==> config.mk <==
export PLATFORM = sky130hd
export DESIGN_NAME = jtag_addr_reg
export DESIGN_NICKNAME = d
export VERILOG_FILES = /design/src/rtl/jtag_dbg_pkg.sv /design/src/rtl/jtag_addr_reg.sv
export SDC_FILE = /design/constraint.sdc
export NUM_CORES = 1
export LEC_CHECK = 0
export BUFFER_PORTS_ARGS = -buffer_cell sky130_fd_sc_hd__clkbuf_2
export CORE_MARGIN = 2
export CORE_UTILIZATION = 45
export DETAILED_ROUTE_END_ITERATION = 12
export PLACE_DENSITY = 0.67
export SETUP_SLACK_MARGIN = 0.5
export SYNTH_ARGS = -nofsm -noshare
export SYNTH_HDL_FRONTEND = slang
export SYNTH_SLANG_ARGS = --single-unit
==> constraint.sdc <==
create_clock -name TCK -period 2.7 [get_ports TCK]
set_input_delay 0.135 -clock TCK [delete_from_list [all_inputs] [get_ports TCK]]
set_output_delay 0.135 -clock TCK [all_outputs]
set_load 0.05 [all_outputs]
==> src/rtl/jtag_dbg_pkg.sv <==
// Shared layout definitions for the JTAG debug address/control register.
// The scan word is LSB first: ADDR, WR, INC, ERR, LEN_ERR, DBG.
package jtag_dbg_pkg;

  // Control nibble between ADDR and DBG; wr sits at the lowest bit position.
  typedef struct packed {
    logic len_err;
    logic err;
    logic inc;
    logic wr;
  } ctl_t;

  localparam int CTL_W = $bits(ctl_t);

  typedef enum logic [1:0] {
    OP_IDLE    = 2'd0,
    OP_CAPTURE = 2'd1,
    OP_SHIFT   = 2'd2
  } sr_op_t;

  function automatic int srw(input int aw, input int dbgw);
    return aw + CTL_W + dbgw;
  endfunction

  function automatic int addr_lsb();
    return 0;
  endfunction

  function automatic int wr_bit(input int aw);
    return aw;
  endfunction

  function automatic int inc_bit(input int aw);
    return aw + 1;
  endfunction

  function automatic int err_bit(input int aw);
    return aw + 2;
  endfunction

  function automatic int len_err_bit(input int aw);
    return aw + 3;
  endfunction

  function automatic int dbg_lsb(input int aw);
    return aw + CTL_W;
  endfunction

endpackage

==> src/rtl/jtag_addr_reg.sv <==
// JTAG user data register holding debug field, mode bits and bus address,
// with auto-increment, update strobe, sticky errors and scan-length checking.
module jtag_addr_reg
  import jtag_dbg_pkg::*;
#(
  parameter int          AW     = 32,
  parameter int          DBGW   = 6,
  parameter int unsigned STRIDE = 4
) (
  input  logic            TCK,
  input  logic            RESET,
  input  logic            SEL,
  input  logic            CAPTURE,
  input  logic            SHIFT,
  input  logic            UPDATE,
  input  logic            TDI,
  output logic            TDO,
  input  logic            ACC,
  input  logic            BUS_ERR,
  output logic [DBGW-1:0] DBG,
  output logic            INC,
  output logic            WR,
  output logic [AW-1:0]   ADDR,
  output logic            UPD_STB,
  output logic            ERR,
  output logic            LEN_ERR
);

  localparam int SRW   = srw(AW, DBGW);
  localparam int CW    = $clog2(SRW + 2);
  localparam int A_LSB = addr_lsb();
  localparam int WRB   = wr_bit(AW);
  localparam int D_LSB = dbg_lsb(AW);

  localparam logic [CW-1:0] CNT_FULL = CW'(SRW);
  localparam logic [CW-1:0] CNT_SAT  = CW'(SRW + 1);
  localparam logic [AW-1:0] STEP     = AW'(STRIDE);

  // Over-long scans park at SRW+1 so they can never alias back to SRW.
  function automatic logic [CW-1:0] sat_inc(input logic [CW-1:0] c);
    return (c == CNT_SAT) ? c : c + CW'(1);
  endfunction

  sr_op_t          op;
  ctl_t            cap_ctl;
  ctl_t            upd_ctl;
  logic [SRW-1:0]  sr;
  logic [SRW-1:0]  cap_word;
  logic [CW-1:0]   cnt;
  logic            upd_sel;
  logic            accept;
  logic [AW-1:0]   upd_addr;
  logic [DBGW-1:0] upd_dbg;

  always_comb begin
    op = OP_IDLE;
    if (SEL && CAPTURE)
      op = OP_CAPTURE;
    else if (SEL && SHIFT)
      op = OP_SHIFT;
  end

  assign cap_ctl  = {LEN_ERR, ERR, INC, WR};
  assign cap_word = {DBG, cap_ctl, ADDR};

  assign upd_addr = sr[A_LSB +: AW];
  assign upd_ctl  = sr[WRB +: CTL_W];
  assign upd_dbg  = sr[D_LSB +: DBGW];

  assign upd_sel  = SEL & UPDATE;
  assign accept   = upd_sel && (cnt == CNT_FULL);

  assign TDO = sr[0];

  // Scan path: shift register and bit counter
  always_ff @(posedge TCK or posedge RESET) begin
    if (RESET) begin
      sr  <= '0;
      cnt <= '0;
    end else begin
      case (op)
        OP_CAPTURE: begin
          sr  <= cap_word;
          cnt <= '0;
        end
        OP_SHIFT: begin
          sr  <= {TDI, sr[SRW-1:1]};
          cnt <= sat_inc(cnt);
        end
        default: ;
      endcase
    end
  end

  // Parallel register: update load, auto-increment, sticky flags
  always_ff @(posedge TCK or posedge RESET) begin
    if (RESET) begin
      DBG     <= '0;
      INC     <= 1'b0;
      WR      <= 1'b0;
      ADDR    <= '0;
      UPD_STB <= 1'b0;
      ERR     <= 1'b0;
      LEN_ERR <= 1'b0;
    end else begin
      UPD_STB <= accept;

      if (accept) begin
        DBG  <= upd_dbg;
        INC  <= upd_ctl.inc;
        WR   <= upd_ctl.wr;
        ADDR <= upd_addr;
      end else if (ACC && INC) begin
        ADDR <= ADDR + STEP;
      end

      // A bus error in the same cycle as a W1C clear must not be lost.
      if (BUS_ERR)
        ERR <= 1'b1;
      else if (accept && upd_ctl.err)
        ERR <= 1'b0;

      if (upd_sel && !accept)
        LEN_ERR <= 1'b1;
      else if (accept && upd_ctl.len_err)
        LEN_ERR <= 1'b0;
    end
  end

endmodule

==> results of run 1 <==
per-stage QoR:
step           hold slack, ns  utilization (%)  worst slack (ns)
2_1_floorplan           0.227                -             0.596
4_1_cts                0.0737             53.6             0.624
3_5_place_dp            0.324             51.1             0.665
5_1_grt                 0.101             53.7             0.429
6_report               0.0873             53.7             0.551
3_3_place_gp            0.315             51.1             0.685
cells by family (layout without fill, tap and decap cells):
| kind of cell | after synthesis | count (layout) |
|---|---|---|
| adder cells (fa/ha/maj) | 3 | 3 |
| multiplexers | 13 | 13 |
| AO/OA/AOI/OAI | 127 | 127 |
| XOR/XNOR | 29 | 29 |
| buffers and inverters | 36 | 87 |
| flip-flops | 91 | 91 |
| AND/OR/NAND/NOR | 145 | 146 |
worst max-delay path, cell delays in order (launching register included):
cell and delay, ns:
dfrtp_1 0.42, nand3b_1 0.21, nor3b_1 0.43, nor2b_2 0.58
mux2_2 0.40
final timing paths:
| kind | slack [ns] | endpoint | cells after the start |
|---|---|---|---|
| max in group asynchronous | 1.71 | DBG[5] | 4 |
| min in group asynchronous | 0.48 | sr[28] | 4 |
| max reg2reg | 0.55 | ADDR[0] | 4 |
| max | 0.55 | ADDR[0] | 4 |
| min | 0.09 | LEN_ERR | 4 |
| min reg2reg | 0.51 | sr[22] | 2 |
layout make-up:
type	count	area [um2]
fill	874	4300
sequential	91	2280
multi-input combinational	318	1940
timing repair buffer	65	363
tap	129	161
clock buffer	12	145
clock inverter	4	73.8
inverter	6	26.3
synth_stat cells:
master	number
a21o_1	1
a21oi_1	4
a22o_1	1
a22oi_1	41
and2_1	1
and3_1	2
and3b_1	1
and4_1	2
buf_1	2
buf_2	4
buf_4	1
clkbuf_1	21
clkbuf_2	2
dfrtp_1	91
ha_1	3
inv_1	6
mux2_2	12
mux2i_1	1
nand2_1	89
nand2b_1	1
nand3_1	15
nand3_4	1
nand3b_1	2
nand4_1	11
nand4_4	1
nor2_1	8
nor2b_1	2
nor3_1	5
nor3_2	1
nor3b_1	1
nor4_4	2
o21ai_0	58
o21ai_1	15
o21ai_2	4
o2bb2ai_1	2
o31a_1	1
xnor2_1	5
xor2_1	24
layer usage:
layer	vias to the layer above	part of all wire, %	wire length [um]	global-route usage (%)
li1	1654	-	-	-
met1	1715	48	4770	29.8
met2	84	47	4650	30.9
met3	10	4.5	448	3.83
met4	0	1.1	110	5.44
met5	-	0	0	0
power groups by stage:
stage                     clock (mW)  combinational (mW)  sequential, mW
after global placement             0               0.129            1.42
after CTS                       1.05               0.133            1.39
after detailed placement           0               0.131            1.42
final                           1.02               0.131            1.39
after global routing            1.11               0.147            1.39
after floorplan                    0              0.0808            1.42
state kept, by name, indices dropped and copies added (netlist names):
| name | flops |
|---|---|
| LEN_ERR | 1 |
| ERR | 1 |
| WR | 1 |
| cnt | 6 |
| DBG | 6 |
| UPD_STB | 1 |
| ADDR | 32 |
| INC | 1 |
| sr | 42 |
repair_timing:
action | in CTS | in global routing
hold buffers | 2 | 0
hold endpoints to repair | 60 | 0
resized for setup | 0 | 0
endpoints found under the setup margin | 0 | 19
==> impl_metrics.toml, run 1 <==
[logic_synthesis]
yosysWarnings = 0
synth_mux_area_share_pct = 3.34
synth_top_family_by_area = "compound AO/OA/AOI/OAI gates"
yosys-top-cells-area = "dfrtp_1 52%, nand2_1 7.7%, a22oi_1 7.1%"
synthesis.nets = 456
syn_area_um2 = 4340
synth-simple-area-share_pct = 16.4
netlist_instances = 444
ys_types = 38
yosysSeqAreaShare_pct = 52.4
synth_top_area_share_pct = 52.4
ys_seq_elements = 91
synth_largest_area_cell = "dfrtp_1"
avgSynthCellArea_um2 = 9.78
synthAdderAreaFrac_pct = 0.865
synthXorXnorAreaFrac_pct = 5.85
synth_compound_area_share_pct = 17.8

[power]
p_int_mw = 1.95
seqPwrFrac_pct = 54.7
switchingPower_mw = 0.588
vdd_drop_max_uv = 302
leakage_nw = 2.20
p_sw_share_pct = 23.1
power_density_nw_per_um2 = 510
pwr-share-clk_pct = 40.2
pwr-share-comb_pct = 5.2
total_power_mw = 2.54

[placement]
dp_hpwl_mm = 6.38
placed_area_um2 = 4740
placedCellCount = 606
routabilityCongestion = 0.845
port_buffers = 52

[sta]
skew_ns = 0.0130
finalCritPeriodShare_pct = 79.6
rsz0062_at_grt = "true"
max_freq_ghz = 0.465
max_slew.worst_pin.slew_ns = 0.674
setup_viol = 0
relSlewSlack_pct = 55.1
hold_viol = 0
min_period_ns = 2.15
slew_viol_final = 0
finalSetupTns_ns = 0

[floorplan]
ios = 53
rows = 35
fp.coreArea_um2 = 9280
die_width_um = 102
die_h_um = 102
start_util_pct = 46.8
die-area_um2 = 10500

[clock_network]
cts_buffers = 9
cts_tree = "done"
cts_sinks = 91
clk_latency_ns = 0.35
cts_setup_buffers = 0
path_clk_slew_ns = 0.09
clk_path_buf_depth = 2
htreeDepth = 3
cts_root_buffer = "clkbuf_8"

[critical_path]
critPathLaunch = "cnt[4]"
reg2reg_from = "cnt[4]"
cp_max_fo = 10
cp.arrival_ns = 2.39
required_ns = 2.94
cp-start-kind = "register"
worstSetupEndpointType = "register"
crit_type = "register to register"

[finish]
layout.nets = 503
fin_area_um2 = 4990
layout.cells.non_filler = 625
synthToLayoutAreaGrowth_pct = 14.9
drive_gt1_share_pct = 20.8
antenna_cells = 0
final_common_cell = "dfrtp_1"
layout_common_cells = "91 x dfrtp_1, 89 x nand2_1, 58 x o21ai_0"

[global_route]
grt_pass1_wl_mm = 16.8
grt_util_all_layers_pct = 20.3
grt_max_degree = 52
overflow = 0
antenna_found_initial = 0
grt_pass1_vias = 3405

[detailed_routing]
dr_total_vias = 3463
route.detailed.wl_per_inst_um = 16.0
via_per_inst = 5.54
routed_wl_mm = 9.98
first_pass_iters = 5
drc = 0
drtIter0Drc = 218
ant_nets = 0

[outcome]
run_status = "finished, final reports clean"

[hold_path]
min_from = "UPDATE"
hp-class = "input port to register"

[job]
max_cap_viol_count = 0
Note: power is estimated with default switching activity, not from simulation.
==> run 2: changes to the inputs <==
--- a/config.mk
+++ b/config.mk
@@ -5,11 +5,11 @@
 export SDC_FILE = /design/constraint.sdc
 export NUM_CORES = 1
 export LEC_CHECK = 0
+export ABC_AREA = 1
 export BUFFER_PORTS_ARGS = -buffer_cell sky130_fd_sc_hd__clkbuf_2
 export CORE_MARGIN = 2
 export CORE_UTILIZATION = 45
 export DETAILED_ROUTE_END_ITERATION = 12
-export PLACE_DENSITY = 0.67
 export SETUP_SLACK_MARGIN = 0.5
 export SYNTH_ARGS = -nofsm -noshare
 export SYNTH_HDL_FRONTEND = slang
==> constraint.sdc (replaced) <==
create_clock -name TCK -period 2.1 [get_ports TCK]
set_input_delay 0.105 -clock TCK [delete_from_list [all_inputs] [get_ports TCK]]
set_output_delay 0.105 -clock TCK [all_outputs]
set_load 0.05 [all_outputs]
==> run 2 against run 1 <==
Compared with the run above: clock-buffer cell count fell by 1; global-route usage is 4.2 points higher; die area grew 14%; worst hold slack improved by 0.034 ns; first-iteration DRC count grew 65%; critical path depth is 6 higher; worst setup slack worse by 0.0030 ns; combinational power up 40%; sequential power grew 29%; synthesized cell count is 51% higher; clock skew increased by 0.00082 ns; register-to-register slack hardly changed; largest power group unchanged.
==> impl_metrics.toml, run 2 <==
[detailed_routing]
drc = 0
routed_wl_mm = 14.1
ant_nets = 0
dr_total_vias = 4646
route.detailed.wl_per_inst_um = 16.0
drtIter0Drc = 359
first_pass_iters = 6
via_per_inst = 5.24

[power]
p_sw_share_pct = 24.6
power_density_nw_per_um2 = 565
vdd_drop_max_uv = 341
leakage_nw = 2.80
p_int_mw = 2.53
pwr-share-clk_pct = 41.2
seqPwrFrac_pct = 53.3
pwr-share-comb_pct = 5.4
switchingPower_mw = 0.827

[sta]
setup_viol = 0
finalSetupTns_ns = 0
min_period_ns = 1.55
skew_ns = 0.0138
max_freq_ghz = 0.645
relSlewSlack_pct = 73.0
finalCritPeriodShare_pct = 73.9
hold_viol = 0
max_slew.worst_pin.slew_ns = 0.405
rsz0062_at_grt = "true"
slew_viol_final = 0
finalWorstSetupSlack_ns = 0.548

[hold_path]
hp-class = "input port to register"

[critical_path]
cp_max_fo = 17
worstSetupEndpointType = "register"
cp-start-kind = "register"
crit_type = "register to register"
required_ns = 2.36
cp.arrival_ns = 1.81

[logic_synthesis]
yosysSeqAreaShare_pct = 45.9
yosysWarnings = 0
netlist_instances = 671
yosys-top-cells-area = "dfrtp_1 46%, nand2_1 20%, nand3_1 6.2%"
dominantRegCellSynth = "dfrtp_1"
synthesis.nets = 683
synth-edff-count = 0
synth_top_area_share_pct = 45.9
synth_most_common_cell = "nand2_1"
ys_types = 32
syn_area_um2 = 4960
avgSynthCellArea_um2 = 7.39
ys_seq_elements = 91
synth_largest_area_cell = "dfrtp_1"
synthTopCellsByCount = "267 x nand2_1, 91 x dfrtp_1, 70 x inv_1, 61 x nand3_1, 45 x nor2_1"
async_flop_share_pct = 100

[floorplan]
die_width_um = 109
die_h_um = 109
start_util_pct = 46.0
fp.coreArea_um2 = 10800
die-area_um2 = 11900
rows = 38
ios = 53

[finish]
fin_area_um2 = 5950
synthToLayoutAreaGrowth_pct = 19.9
post-route-util_pct = 55.1
regMostFlops = "sr"
largest_reg_flops = 42
layout_common_cells = "265 x nand2_1, 70 x dfrtp_1, 67 x inv_1"
layout.nets = 753
top_regs = "sr (42), ADDR (32)"
drive_gt1_share_pct = 20.4
antenna_cells = 0
final_common_cell = "nand2_1"

[job]
max_cap_viol_count = 0

[clock_network]
clk_path_buf_depth = 2
cts_root_buffer = "clkbuf_8"
clk_latency_ns = 0.37
cts_tree = "done"
cts_buffers = 9
path_clk_slew_ns = 0.10
cts_sinks = 91
htreeDepth = 3

[global_route]
overflow = 0
grt_pass1_wl_mm = 22.5
grt_pass1_vias = 4400
grt_max_degree = 61
grt_util_all_layers_pct = 24.5
antenna_found_initial = 0

[outcome]
run_status = "finished, final reports clean"

[placement]
routabilityCongestion = 0.848
dp_hpwl_mm = 8.88
port_buffers = 52
placed_area_um2 = 5390
pre_cts_ws_ns = 0.545
run 2: layer usage:
layer | vias up | GRT usage [%] | share of wire [%]
li1 | 2261 | - | -
met1 | 2261 | 33.9 | 46
met2 | 108 | 39.4 | 48
met3 | 16 | 3.23 | 4.4
met4 | 0 | 8.79 | 1.6
met5 | - | 0 | 0
run 2: logic make-up (layout without fill, tap and decap cells):
kind of cell	after synthesis	in the layout	share of synthesized area [%]
simple gates	401	401	33.6
fa+ha+maj	3	3	0.757
buf+inv	98	173	8.55
xor+xnor	13	13	2.30
flops	91	91	45.9
compound gates	65	65	8.85
run 2: final cells by class:
class | instances | area (um2)
fill | 1017 | 4840
multi-input combinational | 482 | 2320
sequential | 91 | 2300
timing repair buffer | 83 | 637
inverter | 74 | 282
tap | 140 | 175
clock buffer | 11 | 141
clock inverter | 5 | 85.1
run 2: through the flow:
step,std cells,power (mW),hold slack [ns]
global placement,853,2.00,0.235
global route,886,3.48,0.130
CTS,872,3.39,0.0995
finish,886,3.36,0.121
detailed placement,853,2.00,0.234
floorplan,671,1.93,0.219
run 2: timing repair:
item / 4_1_cts / 5_1_grt
pin swaps: 0 / 4
gates resized for setup: 1 / 39
hold endpoints to repair: 93 / 0
setup endpoints to repair: 2 / 31
cloned: 0 / 4
hold buffers: 3 / 0
setup buffers: 0 / 10
run 2: final timing paths:
path | start | to | slack (ns) | depth (start not counted)
max | cnt[0] | ADDR[29] | 0.55 | 10
min in group asynchronous | RESET | sr[22] | 0.37 | 4
min | UPDATE | LEN_ERR | 0.12 | 3
max in group asynchronous | RESET | cnt[2] | 1.38 | 4
max reg2reg | cnt[0] | ADDR[29] | 0.55 | 10
min reg2reg | sr[34] | sr[34] | 0.51 | 2
run 2: critical path: stages (launching register included):
cell,delay (ns)
dfrtp_1,0.42
inv_2,0.12
ha_4,0.15
nand2_4,0.06
nor2_4,0.14
nand2_4,0.13
clkbuf_16,0.21
nand3_1,0.07
nand2_1,0.05
inv_1,0.05
nand2_1,0.04
run 2: power by group through the flow:
stage	clock network (mW)	logic [mW]	registers, mW
4_1_cts	1.42	0.182	1.79
5_1_grt	1.48	0.203	1.79
6_report	1.39	0.183	1.79
3_3_place_gp	0	0.174	1.82
2_1_floorplan	0	0.0979	1.83
3_5_place_dp	0	0.176	1.83
==> run 3: changes to the inputs <==
--- a/config.mk
+++ b/config.mk
@@ -10,6 +10,7 @@
 export CORE_MARGIN = 2
 export CORE_UTILIZATION = 45
 export DETAILED_ROUTE_END_ITERATION = 12
+export PLACE_DENSITY = 0.66
 export SETUP_SLACK_MARGIN = 0.5
 export SYNTH_ARGS = -nofsm -noshare
 export SYNTH_HDL_FRONTEND = slang
==> constraint.sdc (replaced) <==
create_clock -name TCK -period 1.35 [get_ports TCK]
set_input_delay 0.0675 -clock TCK [delete_from_list [all_inputs] [get_ports TCK]]
set_output_delay 0.0675 -clock TCK [all_outputs]
set_load 0.05 [all_outputs]
==> run 3 against run 2 <==
Compared with the run above: the run now ends with setup timing left; sequential cell count is the same; routed wire length grew 36%; global-route usage grew 5.3 points; clock power grew 43%; critical path depth shrank 2; fmax shrank 3.3%; die area is the same; critical path type unchanged.
==> impl_metrics.toml, run 3 (synthesis gave the netlist of run 2 again) <==
[power]
vdd_drop_max_uv = 571
p_int_mw = 3.79
p_sw_share_pct = 27.5
leakage_nw = 3.73
power_density_nw_per_um2 = 623
seqPwrFrac_pct = 53.4
pwr-share-clk_pct = 38.0
pwr-share-comb_pct = 8.6
switchingPower_mw = 1.44

[finish]
synthToLayoutAreaGrowth_pct = 69.1
regMostFlops = "sr"
final_common_cell = "nand2_1"
largest_reg_flops = 42
drive_gt1_share_pct = 44.8
antenna_cells = 0
fill_cells = 638
layout_common_cells = "230 x nand2_1, 69 x buf_6, 50 x inv_1"
layout.cells.non_filler = 984
layout.nets = 851
top_regs = "sr (42), ADDR (32)"

[detailed_routing]
routed_wl_mm = 19.2
via_per_inst = 5.66
ant_nets = 0
drc = 0
route.detailed.wl_per_inst_um = 19.5
drtIter0Drc = 428
first_pass_iters = 8
dr_total_vias = 5566

[floorplan]
die-area_um2 = 11900
rows = 38
die_h_um = 109
fp.coreArea_um2 = 10800
start_util_pct = 46.0
die_width_um = 109
ios = 53

[critical_path]
cp.arrival_ns = 1.85
cp-start-kind = "register"
worstSetupEndpointType = "register"
critPathMaxStageDelay_ns = 0.40
crit_family = "simple AND/OR/NAND/NOR gates"
crit_path_top_delay_cell = "dfrtp_1"
cp_max_fo = 14
crit_type = "register to register"
critPathBufInv = 2
required_ns = 1.60
path_cells = "inv_2 -> ha_4 -> nand2_4 -> nor3_4 -> nor2_2 -> buf_12 -> nand2_1 -> nand3_1"

[placement]
port_buffers = 52
placedCellCount = 907
routabilityCongestion = 0.872
dp_hpwl_mm = 9.99

[sta]
hold_viol = 0
slew_viol_final = 0
relSlewSlack_pct = 72.4
whs_ns = 0.0959
min_period_ns = 1.61
max_freq_ghz = 0.623
finalWorstSetupSlack_ns = -0.255
rsz0062_at_grt = "true"
setup_viol = 46
skew_ns = 0.00680
finalCritPeriodShare_pct = 119
max_slew.worst_pin.slew_ns = 0.414
finalSetupTns_ns = -6.68

[outcome]
violations = "setup timing"
run_status = "finished with violations"

[clock_network]
clk_latency_ns = 0.38
cts_buffers = 9
clk_path_buf_depth = 2
cts_sinks = 91
path_clk_slew_ns = 0.10
cts_tree = "done"
htreeDepth = 3
cts_root_buffer = "clkbuf_8"

[global_route]
grt_util_all_layers_pct = 29.8
antenna_found_initial = 0
grt_pass1_vias = 5382
grt_pass1_wl_mm = 27.0
grt_max_degree = 70
overflow = 0

[job]
max_cap_viol_count = 0

[hold_path]
hp-class = "input port to register"
[run 3: changes by cell type in the layout (fill, tap and decap cells not counted), moves of 17 or more]
cell | previous run | this run
inv_1 | 67 | 50
buf_6 | 1 | 69
o21ai_0 | 20 | 1
clkbuf_2 | 52 | 8
dfrtp_2 | 21 | 43
clkbuf_16 | 4 | 46
dfrtp_1 | 70 | 48
nand3_2 | 1 | 24
nand3_1 | 60 | 36
buf_4 | 18 | 43
nand2_1 | 265 | 230
nand2_2 | 8 | 33
[run 3: worst min-delay path, delay by kind of cell]
| family | cells | cell delay (ns) |
|---|---|---|
| buffers and inverters | 1 | 0.17 |
| and+or+nand+nor | 2 | 0.15 |
| AOI/OAI and AO/OA | 1 | 0.06 |
[run 3: metrics by stage]
stage / setup WS [ns] / util [%] / instance area [um2] / total power [mW]
2_1_floorplan: -0.108 / - / 5180 / 3.02
3_3_place_gp: -0.0690 / 55.8 / 6020 / 3.15
3_5_place_dp: -0.126 / 55.8 / 6020 / 3.16
4_1_cts: -0.133 / 71.5 / 7710 / 5.13
5_1_grt: -0.311 / 77.7 / 8390 / 5.38
6_report: -0.255 / 77.7 / 8390 / 5.23
[run 3: path summary, 6_finish.rpt]
check | start | endpoint | slack, ns | cells past startpoint
max | cnt[0] | ADDR[9] | -0.26 | 8
min reg2reg | sr[21] | sr[21] | 0.53 | 2
min | CAPTURE | cnt[2] | 0.1 | 4
max reg2reg | cnt[0] | ADDR[9] | -0.26 | 8
max in group asynchronous | RESET | ADDR[31] | 0.65 | 4
min in group asynchronous | RESET | sr[36] | 0.31 | 4
[run 3: layout make-up]
class,count,area [um2],share of cell area [%]
Timing Repair Buffer,181,2570,30.7
Clock inverter,7,77.6,0.925
Clock buffer,9,124,1.48
Inverter,74,310,3.70
Sequential cell,91,2330,27.8
Multi-Input combinational cell,482,2800,33.3
Tap cell,140,175,2.09
[run 3: metal layers]
metal | global-route usage, % | wire, um | vias to the layer above
li1 | - | - | 2478
met1 | 37.5 | 7460 | 2687
met2 | 48.4 | 9500 | 314
met3 | 7.53 | 1410 | 87
met4 | 13.1 | 820 | 0
met5 | 0 | 0 | -
[run 3: timing repair]
item	CTS	global route
endpoints found under the setup margin	101	129
endpoints found under the hold margin	93	0
pin swaps	8	40
gates resized for setup	208	113
setup buffers	29	23
gates cloned	3	3
hold buffers	3	0
[run 3: power by group through the flow]
| stage | sequential (mW) | combinational [mW] | clock [mW] |
|---|---|---|---|
| 2_1_floorplan | 2.85 | 0.165 | 0 |
| 3_3_place_gp | 2.84 | 0.316 | 0 |
| 3_5_place_dp | 2.84 | 0.321 | 0 |
| 4_1_cts | 2.79 | 0.386 | 1.96 |
| 5_1_grt | 2.80 | 0.474 | 2.11 |
| 6_report | 2.79 | 0.447 | 1.99 |
